[config.mk]
export PLATFORM = sky130hd
export DESIGN_NAME = led_count_monitor_flat
export DESIGN_NICKNAME = d
export VERILOG_FILES = /design/src/rtl/led_count_monitor_if.sv /design/src/rtl/led_count_monitor.sv /design/src/flat_wrapper.sv
export SDC_FILE = /design/constraint.sdc
export NUM_CORES = 1
export LEC_CHECK = 0
export CORE_MARGIN = 2
export CORE_UTILIZATION = 65
export CTS_BUF_LIST = sky130_fd_sc_hd__clkbuf_8
export DETAILED_ROUTE_END_ITERATION = 7
export DONT_BUFFER_PORTS = 1
export PLACE_DENSITY = 0.92
export SLEW_MARGIN = 25
export SYNTH_ARGS = -nofsm -noshare
export SYNTH_HDL_FRONTEND = slang
export SYNTH_SLANG_ARGS = --single-unit
[constraint.sdc]
create_clock -name clk -period 5.8 [get_ports clk]
set_clock_uncertainty 0.2 [all_clocks]
set_input_delay 1.16 -clock clk [delete_from_list [all_inputs] [get_ports clk]]
set_output_delay 1.16 -clock clk [all_outputs]
set_load 0.005 [all_outputs]
[src/rtl/led_count_monitor_if.sv]
// LED counter bus as seen by the receive-side monitor: sampled count and clear in,
// status and debug readout out.
interface led_count_monitor_if;
    logic [7:0]  count_in;
    logic        clear;
    logic [7:0]  value_out;
    logic        value_valid;
    logic        locked;
    logic        stall;
    logic [15:0] step_err_cnt;
    logic [15:0] period_err_cnt;
    logic [31:0] last_period;

    modport slave (
        input  count_in, clear,
        output value_out, value_valid, locked, stall,
               step_err_cnt, period_err_cnt, last_period
    );

    modport master (
        output count_in, clear,
        input  value_out, value_valid, locked, stall,
               step_err_cnt, period_err_cnt, last_period
    );
endinterface

[src/rtl/led_count_monitor.sv]
// Receive-side LED counter checker: synchronizes and debounces the asynchronous count,
// then tracks step (+1 mod 256) and period correctness with lock/stall/error reporting.
module led_count_monitor #(
    parameter int unsigned CLK_FREQ      = 25_000_000,
    parameter int unsigned TOLERANCE     = 2,
    parameter int unsigned STABLE_CYCLES = 4
) (
    input  logic                 clk,
    input  logic                 rst_n,
    led_count_monitor_if.slave   mon
);
    typedef enum logic [1:0] {
        ST_IDLE    = 2'd0,
        ST_ACQUIRE = 2'd1,
        ST_TRACK   = 2'd2,
        ST_LOCKED  = 2'd3
    } state_e;

    localparam int unsigned    SW        = $clog2(STABLE_CYCLES + 1);
    localparam logic [SW-1:0]  STAB_LAST = SW'(STABLE_CYCLES - 1);
    localparam logic [SW-1:0]  STAB_MAX  = SW'(STABLE_CYCLES);
    localparam logic [32:0]    PER_HI    = 33'(CLK_FREQ) + 33'(TOLERANCE);
    localparam logic [32:0]    PER_LO    = (CLK_FREQ > TOLERANCE) ? 33'(CLK_FREQ - TOLERANCE) : 33'd0;

    function automatic logic [15:0] sat_inc16(input logic [15:0] v);
        if (v == 16'hFFFF) return v;
        else               return v + 16'd1;
    endfunction

    function automatic logic [31:0] sat_inc32(input logic [31:0] v);
        if (v == 32'hFFFF_FFFF) return v;
        else                    return v + 32'd1;
    endfunction

    state_e        state_q, state_d;
    logic [7:0]    sync1_q, sync2_q, cand_q, cand_d, value_q, value_d;
    logic [SW-1:0] stab_q, stab_d;
    logic          valid_q, valid_d, locked_q, locked_d, stall_q, stall_d;
    logic [15:0]   step_err_q, step_err_d, period_err_q, period_err_d;
    logic [31:0]   last_period_q, last_period_d, period_q, period_d;
    logic          same_s, fire_s, accept_s, step_ok_s, period_ok_s, timeout_s;

    // Filter, step/period checks and FSM next-state for every register.
    always_comb begin
        same_s      = (sync2_q == cand_q);
        fire_s      = same_s ? (stab_q == STAB_LAST) : (STABLE_CYCLES == 32'd1);
        accept_s    = fire_s && ((state_q == ST_IDLE) || (sync2_q != value_q));
        step_ok_s   = (sync2_q == (value_q + 8'd1));
        period_ok_s = ({1'b0, period_q} >= PER_LO) && ({1'b0, period_q} <= PER_HI);
        // Threshold CLK_FREQ+TOLERANCE+1 is reached on the edge that increments past PER_HI.
        timeout_s   = ((state_q == ST_TRACK) || (state_q == ST_LOCKED)) && !accept_s
                      && ({1'b0, period_q} == PER_HI);

        cand_d        = sync2_q;
        stab_d        = same_s ? ((stab_q == STAB_MAX) ? stab_q : stab_q + SW'(1)) : SW'(1);
        state_d       = state_q;
        value_d       = value_q;
        valid_d       = 1'b0;
        stall_d       = stall_q;
        step_err_d    = step_err_q;
        period_err_d  = period_err_q;
        last_period_d = last_period_q;
        period_d      = sat_inc32(period_q);

        if (mon.clear) begin
            state_d      = ST_IDLE;
            step_err_d   = 16'd0;
            period_err_d = 16'd0;
            stall_d      = 1'b0;
        end else if (accept_s) begin
            value_d       = sync2_q;
            valid_d       = 1'b1;
            last_period_d = period_q;
            period_d      = 32'd1;
            stall_d       = 1'b0;
            case (state_q)
                ST_IDLE:    state_d = ST_ACQUIRE;
                ST_ACQUIRE: state_d = ST_TRACK;
                ST_TRACK, ST_LOCKED: begin
                    if (step_ok_s && period_ok_s) begin
                        state_d = ST_LOCKED;
                    end else begin
                        state_d = ST_TRACK;
                        if (!step_ok_s) step_err_d = sat_inc16(step_err_q);
                        else            step_err_d = step_err_q;
                        if (!period_ok_s) period_err_d = sat_inc16(period_err_q);
                        else              period_err_d = period_err_q;
                    end
                end
                default:    state_d = ST_IDLE;
            endcase
        end else if (timeout_s) begin
            stall_d      = 1'b1;
            period_err_d = sat_inc16(period_err_q);
            state_d      = ST_ACQUIRE;
        end else begin
            state_d = state_q;
        end

        locked_d = (state_d == ST_LOCKED);
    end

    // State, synchronizer and output registers.
    always_ff @(posedge clk or negedge rst_n) begin
        if (!rst_n) begin
            state_q       <= ST_IDLE;
            sync1_q       <= 8'd0;
            sync2_q       <= 8'd0;
            cand_q        <= 8'd0;
            stab_q        <= '0;
            value_q       <= 8'd0;
            valid_q       <= 1'b0;
            locked_q      <= 1'b0;
            stall_q       <= 1'b0;
            step_err_q    <= 16'd0;
            period_err_q  <= 16'd0;
            last_period_q <= 32'd0;
            period_q      <= 32'd0;
        end else begin
            state_q       <= state_d;
            sync1_q       <= mon.count_in;
            sync2_q       <= sync1_q;
            cand_q        <= cand_d;
            stab_q        <= stab_d;
            value_q       <= value_d;
            valid_q       <= valid_d;
            locked_q      <= locked_d;
            stall_q       <= stall_d;
            step_err_q    <= step_err_d;
            period_err_q  <= period_err_d;
            last_period_q <= last_period_d;
            period_q      <= period_d;
        end
    end

    assign mon.value_out      = value_q;
    assign mon.value_valid    = valid_q;
    assign mon.locked         = locked_q;
    assign mon.stall          = stall_q;
    assign mon.step_err_cnt   = step_err_q;
    assign mon.period_err_cnt = period_err_q;
    assign mon.last_period    = last_period_q;
endmodule

[src/flat_wrapper.sv]
// flat-port wrapper written by rule: the top's interface ports become plain ports
module led_count_monitor_flat 
#(
    parameter int unsigned CLK_FREQ      = 25_000_000,
    parameter int unsigned TOLERANCE     = 2,
    parameter int unsigned STABLE_CYCLES = 4
)
  (clk, rst_n, mon_count_in, mon_clear, mon_value_out, mon_value_valid, mon_locked, mon_stall, mon_step_err_cnt, mon_period_err_cnt, mon_last_period);
  led_count_monitor_if mon_i ();
  input  logic clk;
  input  logic rst_n;
  input wire logic [$bits(mon_i.count_in)-1:0] mon_count_in;
  input wire logic [$bits(mon_i.clear)-1:0] mon_clear;
  output wire logic [$bits(mon_i.value_out)-1:0] mon_value_out;
  output wire logic [$bits(mon_i.value_valid)-1:0] mon_value_valid;
  output wire logic [$bits(mon_i.locked)-1:0] mon_locked;
  output wire logic [$bits(mon_i.stall)-1:0] mon_stall;
  output wire logic [$bits(mon_i.step_err_cnt)-1:0] mon_step_err_cnt;
  output wire logic [$bits(mon_i.period_err_cnt)-1:0] mon_period_err_cnt;
  output wire logic [$bits(mon_i.last_period)-1:0] mon_last_period;
  assign mon_i.count_in = mon_count_in;
  assign mon_i.clear = mon_clear;
  assign mon_value_out = mon_i.value_out;
  assign mon_value_valid = mon_i.value_valid;
  assign mon_locked = mon_i.locked;
  assign mon_stall = mon_i.stall;
  assign mon_step_err_cnt = mon_i.step_err_cnt;
  assign mon_period_err_cnt = mon_i.period_err_cnt;
  assign mon_last_period = mon_i.last_period;
  led_count_monitor #(.CLK_FREQ(CLK_FREQ), .TOLERANCE(TOLERANCE), .STABLE_CYCLES(STABLE_CYCLES)) u_core (.clk(clk), .rst_n(rst_n), .mon(mon_i));
endmodule
==> results.txt <==
Status -> finished clean
Root Driver -> clkbuf_8
CTS Hold Buffers Added -> 0
Power density cells -> 332 nW/µm²
CP endpoint kind -> flip-flop
Post-Synthesis Cells -> 667
Starting DRC count in detailed routing -> 376
Non-filler instance count after layout -> 806
Slew HR -> 40.2%
Post-synth ARST share -> 100%
Routability cong. -> 0.851
DPL Wire Length -> 9030 µm
Hold violation count in the final report -> 0
Fillers -> 706
Synthesized area per cell -> 9.55 µm²
Htree depth -> 4
CP max stage delay -> 0.81 ns
Postcts setup bufs -> 0
Seq cells post-synth -> 136
Most frequent cells in the layout -> nand2_1 (145), dfrtp_1 (136), nor2_1 (49)
EDFF count, synth -> 0
Crit Path Category -> flip-flop to flip-flop
# DRC -> 0
Commonest non-fill, non-tap cell in the layout -> nand2_1
Max Slew Vio Count -> 0
Die height -> 103 µm
Synth-to-layout area growth -> 7.15%
YS warnings -> 0
Fin crit share -> 66.1%
Sequential-to-total area share from yosys stat -> 53.4%
Via count -> 4,921
RSZ-0062 raised after global routing -> no
Library cells used by synthesis -> 53
Startpoint types -> flip-flop
Final Cell Area -> 6820 µm²
CP max FO -> 70
Global route total overflow -> 0
Max-cap viol count -> 0
Setup TNS -> 0 ns
Fin nets -> 679
Dpl cells -> 774
Number of buffers created by CTS -> 17
Clock latency on the worst-skew pair -> 0.44 ns
Post-CTS sizing -> 0
Port Buf Inserts -> 0
GRT Overall Usage -> 27.8%
Syn Nets -> 686
Post-placement cell area -> 6440 µm²
Die W -> 103 µm
Largest net degree at the start of global routing -> 137
Crit-path slowest cell -> clkinv_2
Final Setup Violations -> 0
Worst hold slack -> 0.154 ns
Critical Path, Cell by Cell -> nor2b_1 > or3_1 > or3_1 > and2_1 > nand2_1 > buf_4 > clkinv_2 > nand2_1 > o21ai_0
Crit path max-delay family -> simple AND/OR/NAND/NOR gates
DR pass1 iterations -> 5
Max VDD drop -> 0.213 mV
Worst slew pin tran -> 0.889 ns
Die Area -> 10,600 µm²
Cell row count -> 36
Worst Path Required -> 5.88 ns
Mapped Area -> 6370 µm²
Vias in the first global route -> 4,878
CP bufs+invs -> 2
Clock Tree Buf Depth -> 2
Initial antenna violation count -> 0
CP arrival -> 3.92 ns
Vias per cell -> 6.11
Fmax -> 261 MHz
DR WL/cell -> 17.5 µm
First-pass GRT wire length -> 22,900 µm
Layout cells sized above 1 -> 6.69%
ANT cells -> 0
Core Area -> 9640 µm²
WL final -> 14,100 µm
Post-route antenna net violation count -> 0
Final min period -> 3.84 ns
Static leakage -> 2.93 nW
Sink Count -> 136
HP Class -> flip-flop to flip-flop
Initial core utilization -> 66.1%
CTS tree -> done
IO Pins -> 86
Main synth FF type -> dfrtp_1
Reg clk slew, reported paths -> 0.08 ns
[final cells by class]
cell class                      instances  area [µm²]  share of cell area (%)
Clock buffer                           18         248                    3.63
Sequential cell                       136        3400                    49.9
Clock inverter                         14         138                    2.02
Multi-Input combinational cell        486        2790                    40.8
Inverter                               16        61.3                   0.898
Tap cell                              133         166                    2.44
Timing Repair Buffer                    3        22.5                   0.330
[state kept, by name, indices dropped and copies added (netlist names)]
signal	flops
u_core.mon.step_err_cnt	16
u_core.mon.last_period	32
u_core.cand_q	8
u_core.cand_d	8
u_core.mon.locked	1
u_core.sync1_q	8
u_core.period_q	32
u_core.mon.value_valid	1
u_core.state_q	2
u_core.stab_q	3
u_core.mon.value_out	8
u_core.mon.stall	1
u_core.mon.period_err_cnt	16
[per-layer routing]
layer  GRT usage, %  up-vias  share of wire, %  routed length, µm
li1               -     2298                 -                  -
met1           33.8     2404                40               5600
met2           47.6      187                50               7100
met3           6.98       32               7.0                990
met4           11.4        0               2.7                386
met5              0        -                 0                  0
[final timing paths]
| path | slack [ns] | end | cells after the start | startpoint |
|---|---|---|---|---|
| worst max register to register | 1.96 | u_core.mon.value_out[6] | 9 | u_core.mon.value_out[5] |
| worst max-delay path | 1.96 | u_core.mon.value_out[6] | 9 | u_core.mon.value_out[5] |
| min in group asynchronous | 0.21 | u_core.mon.period_err_cnt[9] | 0 | rst_n |
| worst min-delay path | 0.15 | u_core.cand_d[3] | 0 | u_core.sync1_q[3] |
| worst min register to register | 0.15 | u_core.cand_d[3] | 0 | u_core.sync1_q[3] |
| max in group asynchronous | 5.05 | u_core.period_q[9] | 0 | rst_n |
[kinds of logic after synthesis]
| group | count (synthesis) | synth area share (%) |
|---|---|---|
| multiplexers | 3 | 0.491 |
| adder cells (fa/ha/maj) | 8 | 1.57 |
| AND/OR/NAND/NOR | 339 | 26.2 |
| buffers and inverters | 45 | 2.95 |
| AO/OA/AOI/OAI | 86 | 8.49 |
| XOR/XNOR | 50 | 6.88 |
| flip-flops | 136 | 53.4 |
[cells in the mapped netlist (all sizes together), types with 10 or more instances]
| cell | n | area [µm²] |
|---|---|---|
| inv | 16 | 60.1 |
| and3 | 10 | 62.6 |
| or4 | 10 | 82.6 |
| and4 | 10 | 87.6 |
| a21oi | 28 | 140 |
| o21ai | 27 | 135 |
| or3 | 23 | 144 |
| nor2 | 49 | 184 |
| xor2 | 26 | 228 |
| nand3 | 33 | 170 |
| dfrtp | 136 | 3400 |
| nand2 | 145 | 544 |
| clkbuf | 23 | 86.3 |
| xnor2 | 24 | 210 |
| nand4 | 21 | 131 |
[per-stage QoR]
| stage | utilization [%] | power (W) | setup slack [ns] |
|---|---|---|---|
| after CTS | 70.8 | 0.00226 | 2.31 |
| after global placement | 66.8 | 0.00149 | 2.55 |
| after detailed placement | 66.8 | 0.00151 | 2.38 |
| after floorplan | - | 0.00144 | 2.95 |
| after global routing | 70.8 | 0.00237 | 1.69 |
| final | 70.8 | 0.00226 | 1.96 |
[power by group]
group          internal [W]  switching [W]
Combinational      0.000131       0.000166
Sequential          0.00105       0.000167
Clock              0.000360       0.000394
Total               0.00154       0.000727
Power figures use the tool's default switching activity.
